### src/rtl/tx_arbiter_if.sv
`default_nettype none
// ============================================================================
// Module   : tx_arbiter_if
// Brief    : Request, serial-sender and status bundle of the TX arbiter.
// Revision : 1.0
// ============================================================================
interface tx_arbiter_if #(
  parameter int PAYLOAD_W = 24
);
  logic                 game_active;
  logic                 ack_req;
  logic [3:0]           ack_seq;
  logic                 data_req;
  logic                 data_retx;
  logic [PAYLOAD_W-1:0] data_in;
  logic                 ser_done;
  logic                 ser_start;
  logic [PAYLOAD_W+5:0] ser_pkt;
  logic                 data_done;
  logic                 ack_done;
  logic                 busy;
  logic                 ser_err;

  modport master (
    output game_active, ack_req, ack_seq, data_req, data_retx, data_in, ser_done,
    input  ser_start, ser_pkt, data_done, ack_done, busy, ser_err
  );

  modport slave (
    input  game_active, ack_req, ack_seq, data_req, data_retx, data_in, ser_done,
    output ser_start, ser_pkt, data_done, ack_done, busy, ser_err
  );
endinterface
`default_nettype wire

### src/rtl/tx_arbiter.sv
`default_nettype none
// ============================================================================
// Module   : tx_arbiter
// Brief    : Grants ACK and data packets to one serial sender, with watchdog.
// Revision : 1.0
// ============================================================================
module tx_arbiter #(
  parameter int PAYLOAD_W   = 24,
  parameter int SER_TIMEOUT = 4096
) (
  input  wire logic   clk,
  input  wire logic   rst_l,
  tx_arbiter_if.slave bus
);

  typedef enum logic [1:0] {
    S_IDLE      = 2'd0,
    S_SEND_ACK  = 2'd1,
    S_SEND_DATA = 2'd2
  } state_t;

  localparam logic c_GRANT_ACK  = 1'b1;
  localparam logic c_GRANT_DATA = 1'b0;
  localparam int   c_WD_W       = $clog2(SER_TIMEOUT + 1);
  localparam logic [c_WD_W-1:0] c_WD_LAST = c_WD_W'(SER_TIMEOUT - 1);

  state_t               r_state;
  state_t               w_state_nxt;
  logic                 r_ack_pend;
  logic                 r_data_pend;
  logic                 r_last_grant;
  logic [3:0]           r_ack_seq;
  logic [3:0]           r_data_seq;
  logic [3:0]           r_tx_seq;
  logic [PAYLOAD_W-1:0] r_data_pl;
  logic [c_WD_W-1:0]    r_wdog;
  logic [PAYLOAD_W+5:0] r_ser_pkt;
  logic                 r_ser_start;
  logic                 r_ack_done;
  logic                 r_data_done;
  logic                 r_ser_err;
  logic                 w_ack_in;
  logic                 w_data_in;
  logic                 w_grant_ack;
  logic                 w_grant_data;
  logic                 w_finish;
  logic                 w_abort;

  assign w_ack_in  = bus.game_active & bus.ack_req;
  assign w_data_in = bus.game_active & bus.data_req;

  always_ff @(posedge clk or negedge rst_l) begin
    if (!rst_l) begin
      r_state <= S_IDLE;
    end else begin
      r_state <= w_state_nxt;
    end
  end

  always_comb begin
    w_state_nxt  = r_state;
    w_grant_ack  = 1'b0;
    w_grant_data = 1'b0;
    w_finish     = 1'b0;
    w_abort      = 1'b0;
    case (r_state)
      S_IDLE: begin
        if (bus.game_active) begin
          // On a tie the type not granted last wins.
          if (r_ack_pend && (!r_data_pend || r_last_grant == c_GRANT_DATA)) begin
            w_grant_ack = 1'b1;
            w_state_nxt = S_SEND_ACK;
          end else if (r_data_pend) begin
            w_grant_data = 1'b1;
            w_state_nxt  = S_SEND_DATA;
          end
        end
      end
      S_SEND_ACK, S_SEND_DATA: begin
        // The ser_start cycle belongs to the new packet; ser_done there is stale.
        if (!r_ser_start) begin
          if (bus.ser_done) begin
            w_finish    = 1'b1;
            w_state_nxt = S_IDLE;
          end else if (r_wdog >= c_WD_LAST) begin
            w_abort     = 1'b1;
            w_state_nxt = S_IDLE;
          end
        end
      end
      default: w_state_nxt = S_IDLE;
    endcase
  end

  always_ff @(posedge clk or negedge rst_l) begin
    if (!rst_l) begin
      r_ack_pend   <= 1'b0;
      r_data_pend  <= 1'b0;
      r_last_grant <= c_GRANT_DATA;
      r_ack_seq    <= 4'd0;
      r_data_seq   <= 4'd0;
      r_tx_seq     <= 4'd0;
      r_data_pl    <= '0;
      r_wdog       <= '0;
      r_ser_pkt    <= '0;
      r_ser_start  <= 1'b0;
      r_ack_done   <= 1'b0;
      r_data_done  <= 1'b0;
      r_ser_err    <= 1'b0;
    end else begin
      // A request in the grant cycle re-arms the flag for the next grant.
      if (!bus.game_active)  r_ack_pend <= 1'b0;
      else if (bus.ack_req)  r_ack_pend <= 1'b1;
      else if (w_grant_ack)  r_ack_pend <= 1'b0;

      if (!bus.game_active)  r_data_pend <= 1'b0;
      else if (bus.data_req) r_data_pend <= 1'b1;
      else if (w_grant_data) r_data_pend <= 1'b0;

      if (w_ack_in) r_ack_seq <= bus.ack_seq;

      if (w_data_in) begin
        r_data_pl <= bus.data_in;
        if (bus.data_retx) begin
          r_data_seq <= r_tx_seq;
        end else begin
          r_tx_seq   <= r_tx_seq + 4'd1;
          r_data_seq <= r_tx_seq + 4'd1;
        end
      end

      r_ser_start <= w_grant_ack | w_grant_data;
      if (w_grant_ack) begin
        r_ser_pkt    <= {2'b10, r_ack_seq, {PAYLOAD_W{1'b0}}};
        r_last_grant <= c_GRANT_ACK;
      end else if (w_grant_data) begin
        r_ser_pkt    <= {2'b01, r_data_seq, r_data_pl};
        r_last_grant <= c_GRANT_DATA;
      end

      if (w_grant_ack | w_grant_data) r_wdog <= '0;
      else if (r_state != S_IDLE)     r_wdog <= r_wdog + c_WD_W'(1);

      r_ack_done  <= w_finish & (r_state == S_SEND_ACK);
      r_data_done <= w_finish & (r_state == S_SEND_DATA);
      r_ser_err   <= w_abort;
    end
  end

  assign bus.ser_start = r_ser_start;
  assign bus.ser_pkt   = r_ser_pkt;
  assign bus.ack_done  = r_ack_done;
  assign bus.data_done = r_data_done;
  assign bus.ser_err   = r_ser_err;
  assign bus.busy      = (r_state != S_IDLE);

endmodule
`default_nettype wire

### src/flat_wrapper.sv
// flat-port wrapper written by rule: the top's interface ports become plain ports
module tx_arbiter_flat 
#(
  parameter int PAYLOAD_W   = 24,
  parameter int SER_TIMEOUT = 4096
)
  (clk, rst_l, bus_game_active, bus_ack_req, bus_ack_seq, bus_data_req, bus_data_retx, bus_data_in, bus_ser_done, bus_ser_start, bus_ser_pkt, bus_data_done, bus_ack_done, bus_busy, bus_ser_err);
  tx_arbiter_if #(.PAYLOAD_W(PAYLOAD_W)) bus_i ();
  input  wire logic clk;
  input  wire logic rst_l;
  input wire logic [$bits(bus_i.game_active)-1:0] bus_game_active;
  input wire logic [$bits(bus_i.ack_req)-1:0] bus_ack_req;
  input wire logic [$bits(bus_i.ack_seq)-1:0] bus_ack_seq;
  input wire logic [$bits(bus_i.data_req)-1:0] bus_data_req;
  input wire logic [$bits(bus_i.data_retx)-1:0] bus_data_retx;
  input wire logic [$bits(bus_i.data_in)-1:0] bus_data_in;
  input wire logic [$bits(bus_i.ser_done)-1:0] bus_ser_done;
  output wire logic [$bits(bus_i.ser_start)-1:0] bus_ser_start;
  output wire logic [$bits(bus_i.ser_pkt)-1:0] bus_ser_pkt;
  output wire logic [$bits(bus_i.data_done)-1:0] bus_data_done;
  output wire logic [$bits(bus_i.ack_done)-1:0] bus_ack_done;
  output wire logic [$bits(bus_i.busy)-1:0] bus_busy;
  output wire logic [$bits(bus_i.ser_err)-1:0] bus_ser_err;
  assign bus_i.game_active = bus_game_active;
  assign bus_i.ack_req = bus_ack_req;
  assign bus_i.ack_seq = bus_ack_seq;
  assign bus_i.data_req = bus_data_req;
  assign bus_i.data_retx = bus_data_retx;
  assign bus_i.data_in = bus_data_in;
  assign bus_i.ser_done = bus_ser_done;
  assign bus_ser_start = bus_i.ser_start;
  assign bus_ser_pkt = bus_i.ser_pkt;
  assign bus_data_done = bus_i.data_done;
  assign bus_ack_done = bus_i.ack_done;
  assign bus_busy = bus_i.busy;
  assign bus_ser_err = bus_i.ser_err;
  tx_arbiter #(.PAYLOAD_W(PAYLOAD_W), .SER_TIMEOUT(SER_TIMEOUT)) u_core (.clk(clk), .rst_l(rst_l), .bus(bus_i));
endmodule
### config.mk
export PLATFORM = sky130hd
export DESIGN_NAME = tx_arbiter_flat
export DESIGN_NICKNAME = d
export VERILOG_FILES = /design/src/rtl/tx_arbiter_if.sv /design/src/rtl/tx_arbiter.sv /design/src/flat_wrapper.sv
export SDC_FILE = /design/constraint.sdc
export NUM_CORES = 1
export LEC_CHECK = 0
export CORE_AREA = 3 3 86 88
export CTS_BUF_LIST = sky130_fd_sc_hd__clkbuf_16
export CTS_CLUSTER_DIAMETER = 120
export DETAILED_ROUTE_END_ITERATION = 7
export DIE_AREA = 0 0 89 91
export PLACE_DENSITY = 0.81
export RECOVER_POWER = 100
export SYNTH_ARGS = -nofsm -noshare
export SYNTH_HDL_FRONTEND = slang
export SYNTH_SLANG_ARGS = --single-unit
### constraint.sdc
create_clock -name clk -period 2.2 [get_ports clk]
set_input_delay 0.33 -clock clk [delete_from_list [all_inputs] [get_ports clk]]
set_output_delay 0.33 -clock clk [all_outputs]
set_load 0.01 [all_outputs]
Word-level counts from Yosys, hierarchy flattened:

Index checks and enable logic that the tools add are counted.

* $add $sub $neg: 2
* reductions and logical operators: 10
* bitwise gates (word level): 7
* equality and inequality tests: 8
* multiplexer cells: 33
* magnitude comparators: 1

Operators with widths (number)
* $mux W30: 2
* $mux W13: 2
* $mux W1: 21
* $add A13 B1 Y13 const B: 1
* $ge A13 B12 Y1 const B: 1
* $mux W2: 6
* $ne A3 B1 Y1 const B: 3
* $reduce_bool A2 Y1: 3
* $add A4 B1 Y4 const B: 1
* $and A1 B1 Y1: 4
* $mux W4: 1
* $ne A2 B2 Y1 const B: 2
* $pmux W2 S2: 1
* $reduce_and A4 Y1: 1
* $ne A3 B2 Y1 const B: 1
* $eq A2 B1 Y1 const B: 1
* $eq A2 B2 Y1 const B: 1
* $logic_not A2 Y1: 1
* $not A1 Y1: 2
* $reduce_and A2 Y1: 1
* $reduce_or A2 Y1: 1
* $logic_and A1 B1 Y1: 1
* $logic_not A1 Y1: 1
* $logic_or A1 B1 Y1: 1
* $or A1 B1 Y1: 1

* output and inout bits: 35
* bits of input ports: 35
* bits in registers: 84

Longest topological paths before layout:

* word-level depth: 9
* mapped depth: 7
* mapped depth without buffers: 6

Worst setup path after synthesis:

Ideal clock, no wire load.

* path kind: flip-flop to flip-flop
* from: register u_core.r_state[0]
* to: register u_core.r_wdog[11]
* period minus slack after synthesis: 1.555 ns
* arrival: 1.434 ns
* data required time: 2.079 ns
* buffers on the path: 1
* slack: 0.645 ns
* stages on the path, launching flop included: 8
* cells stage by stage: dfrtp_1 > inv_1 > ha_1 > buf_6 > nand4b_2 > nor4_1 > xnor2_1 > nor2_1

* cells in the longest elaborated chain, start to end: 4
* elaborated cells between the ends (all ways): 7
* those cells by class: mux (3); bitwise (1); reduce/logical (3)

Ends and longest elaborated chain
* start, declared: RTL line tx_arbiter.sv:27 `state_t r_state;`
* start signal, assigned: RTL line tx_arbiter.sv:56 `r_state <= w_state_nxt;`
* $logic_not A2 Y1: RTL line tx_arbiter.sv:66 `case (r_state)`
* $mux W1: RTL line tx_arbiter.sv:66
* $or A1 B1 Y1: RTL line tx_arbiter.sv:141 `if (w_grant_ack | w_grant_data) r_wdog <= '0;`
* $mux W13 / $reduce_bool A2 Y1 (equally long branches)
* end signal, assigned: RTL line tx_arbiter.sv:142 `else if (r_state != S_IDLE) r_wdog <= r_wdog + c_WD_W'(1);`
* end, declared: RTL line tx_arbiter.sv:36 `logic [c_WD_W-1:0] r_wdog;`

Parallel ways exist; a longest one is shown, timed or not.
A chain may end at the register's enable or synchronous reset.

Worst setup path in the final report:

* from: register u_core.r_state[0]
* to: output port bus_busy

* cells in the longest elaborated chain, start to end: 1

Ends and longest elaborated chain
* $reduce_bool A2 Y1: RTL line tx_arbiter.sv:155 `assign bus.busy = (r_state != S_IDLE);`
* end, declared: RTL line flat_wrapper.sv:22 `output wire logic [$bits(bus_i.busy)-1:0] bus_busy;`

Every way passes these cells.

==> out/results.txt <==
R2R depth - 6
Initial antenna violation count - 0
Layout cells sized above 1 - 16.36%
Post-CTS Hold Buffers - 1
Outcome - completed
Top-Level Pins - 70
Global-route wire length before repair - 11.47 mm
Minimum clock period - 2.046 ns
ANT cells - 0
P_leak - 2.061 nW
Root buffer cell - clkbuf_16
Crit Path Class - register to primary output
Clk buf depth - 2
Largest net degree at the start of global routing - 42
Setup_tns - 0 ns
Sequential area share after synthesis - 62.17%
Clk sinks - 83
CTS tree - built
Total CTS buffers - 9
First drt pass iteration count - 4
Min-delay worst type - register to register
Vias - 2234
Power per cell area - 1218 nW/um2
Slew Viols, Final - 0
Final Hold Fails - 0
Hpwl dp - 4.707 mm
Post-Layout Cell Count - 410
Total Routing Usage GR - 18.42%
Clk pin slew, worst setup/hold paths - 0.06 ns
Core area - 6719 um2
Max Cap Viol - 0
FILL cells - 496
Hold Path Cell Cnt - 2
P&R area growth vs syn - 31.35%
# setup viols final - 0
Drt initial violations - 134
Routability Congestion - 0.7429
Die footprint - 8099 um2
Synth Net Count - 288
IO Port Bufs - 69
Post-Route Skew - 0.005522 ns
Setup Buffers After CTS - 0
Antenna Nets Post-Route - 0
Least-Margin Pin Slew - 0.9629 ns
Synth cell types - 36
CP endpoint kind - primary output
Cell count after synthesis - 248
Data required, critical path - 1.87 ns
Post-CTS sizing - 0
Final WL - 6.760 mm
#FFs+latches synth - 83
Clock Latency Late Sink - 0.32 ns
Vias in the first global route - 2312
Post-synthesis cell area - 3341 um2
YS warnings - 0
DRC viols - 0
Die X - 89 um
Row count - 30
Starting Density - 49.72%
Footprint of the multi-input gates - 1130 um2
RSZ-0062 raised after global routing - no
Worst-path fanout max - 5
Drt wl/cell - 16.49 um
Die Y-Extent - 91 um
H-tree lvl count - 3
Final Cycle Share - 93.00%
Mean post-synth cell area - 13.47 um2
F_max - 488.7 MHz
Relative slew margins - 35.81%
Via density - 5.449
Register area - 2077 um2
Startpoint Class - register
VDD IR-drop max - 0.0006856 V
NumNets Final - 365
Placed cell count - 393
Total Power - 5.346 mW
Congestion Overflow GR - 0
Crit path arrival time - 1.72 ns
==> state kept, by name, indices dropped and copies added, names as in the netlist <==
name / cells
u_core.bus.ser_pkt: 30
u_core.r_data_pl: 24
u_core.r_state: 2
u_core.r_data_seq: 4
u_core.r_ack_pend: 1
u_core.r_ack_seq: 4
u_core.r_data_pend: 1
u_core.bus.ser_err: 1
u_core.bus.ack_done: 1
u_core.r_wdog: 13
u_core.bus.data_done: 1
u_core.bus.ser_start: 1
==> cells in the final DEF (no fill, tap or decap), drive strengths merged, types with 4 or more instances in the layout <==
cell	count
mux2	30
ha	5
nor3	5
a21oi	4
nor2	13
o21ai	8
clkbuf	16
a222oi	4
nand3	4
nand2	9
dlygate4sd3	36
xnor2	9
nand4	4
inv	16
dfrtp	83
clkdlybuf4s50	33
a22o	24
==> path summary, 6_finish.rpt <==
kind | from | end | slack, ns
worst min-delay path | u_core.bus.ser_pkt[25]$_DFFE_PN0N_ | u_core.bus.ser_pkt[25]$_DFFE_PN0N_ | 0.49
min in group asynchronous | rst_l | u_core.r_data_pend$_DFFE_PN0P_ | 0.69
worst max-delay path | u_core.r_state[0]$_DFFE_PN0P_ | bus_busy | 0.15
max in group asynchronous | rst_l | u_core.r_data_pl[14]$_DFFE_PN0P_ | 0.56
worst max register to register | u_core.r_state[0]$_DFFE_PN0P_ | u_core.r_wdog[6]$_DFFE_PN0P_ | 0.20
worst min register to register | u_core.bus.ser_pkt[25]$_DFFE_PN0N_ | u_core.bus.ser_pkt[25]$_DFFE_PN0N_ | 0.49
==> synthesized netlist by cell type (all sizes together) <==
master	instances	area, um2
nor2	13	48.80
nor3b	1	7.510
o211ai	1	12.51
a21boi	1	11.26
buf	9	53.80
a21oi	4	20.02
mux2i	1	10.01
nor2b	3	18.77
nand2	9	33.78
ha	5	62.56
nand3b	1	7.510
inv	13	48.79
a21o	1	7.510
and3	3	18.77
nand4	4	40.04
xor2	3	26.28
dfrtp	83	2077
a22oi	1	7.510
xnor2	9	78.83
o21ai	8	43.79
clkbuf	2	7.510
nor4	3	33.78
or3	2	12.51
nand4b	1	15.01
a22o	24	210.2
nand3	4	20.02
a222oi	4	40.04
mux2	30	341.6
nor3	5	25.02
==> power breakdown <==
group / leakage (nW) / switching, mW / internal (mW)
clock network: 0.149 / 0.562 / 0.866
registers: 1.05 / 0.321 / 1.98
logic: 0.861 / 0.711 / 0.904
total: 2.06 / 1.59 / 3.75
==> per-layer routing <==
metal	part of all wire, %	vias to the layer above	GRT usage, %	routed length [um]
met1	42	1136	24.64	2868
met3	4.2	6	4.174	281
met4	1.1	0	6.079	75
met5	0	-	0	0
met2	52	53	29.52	3534
li1	-	1039	-	-
==> cells by family (layout without fill, tap and decap cells) <==
family | Yosys count | in the layout | synth area share (%)
DFF | 83 | 83 | 62.17
xor gates and xnor gates | 12 | 12 | 3.146
buffers and inverters | 24 | 106 | 3.296
muxes | 31 | 31 | 10.52
AOI/OAI and AO/OA | 44 | 44 | 10.56
adders and majority gates | 5 | 5 | 1.873
and+or+nand+nor | 49 | 49 | 8.427
==> worst max-delay path: stages, from the launching register on <==
cell and delay, ns:
dfrtp_1 0.35, inv_1 0.08, ha_1 0.25, inv_1 0.15, clkdlybuf4s50_1 0.56
==> area by class of cell <==
cell class	count	area share (%)
repair buffers	77	16.97
clock inverters	7	1.426
flip-flops and latches	83	47.33
well taps	80	2.281
clock buffers	9	5.133
inverters	13	1.112
multi-input cells	141	25.75
==> metrics by stage <==
step | hold WS (ns) | utilization (%) | worst slack (ns) | area [um2]
3_3_place_gp | 0.3366 | 61.58 | 0.4041 | 4138
6_report | 0.4879 | 65.31 | 0.1540 | 4388
3_5_place_dp | 0.3335 | 61.58 | 0.3356 | 4138
5_1_grt | 0.5050 | 65.31 | 0.05686 | 4388
4_1_cts | 0.4884 | 66.01 | 0.08789 | 4436
2_1_floorplan | 0.03441 | - | 0.6446 | 3341
Note: power is estimated with default switching activity, not from simulation.
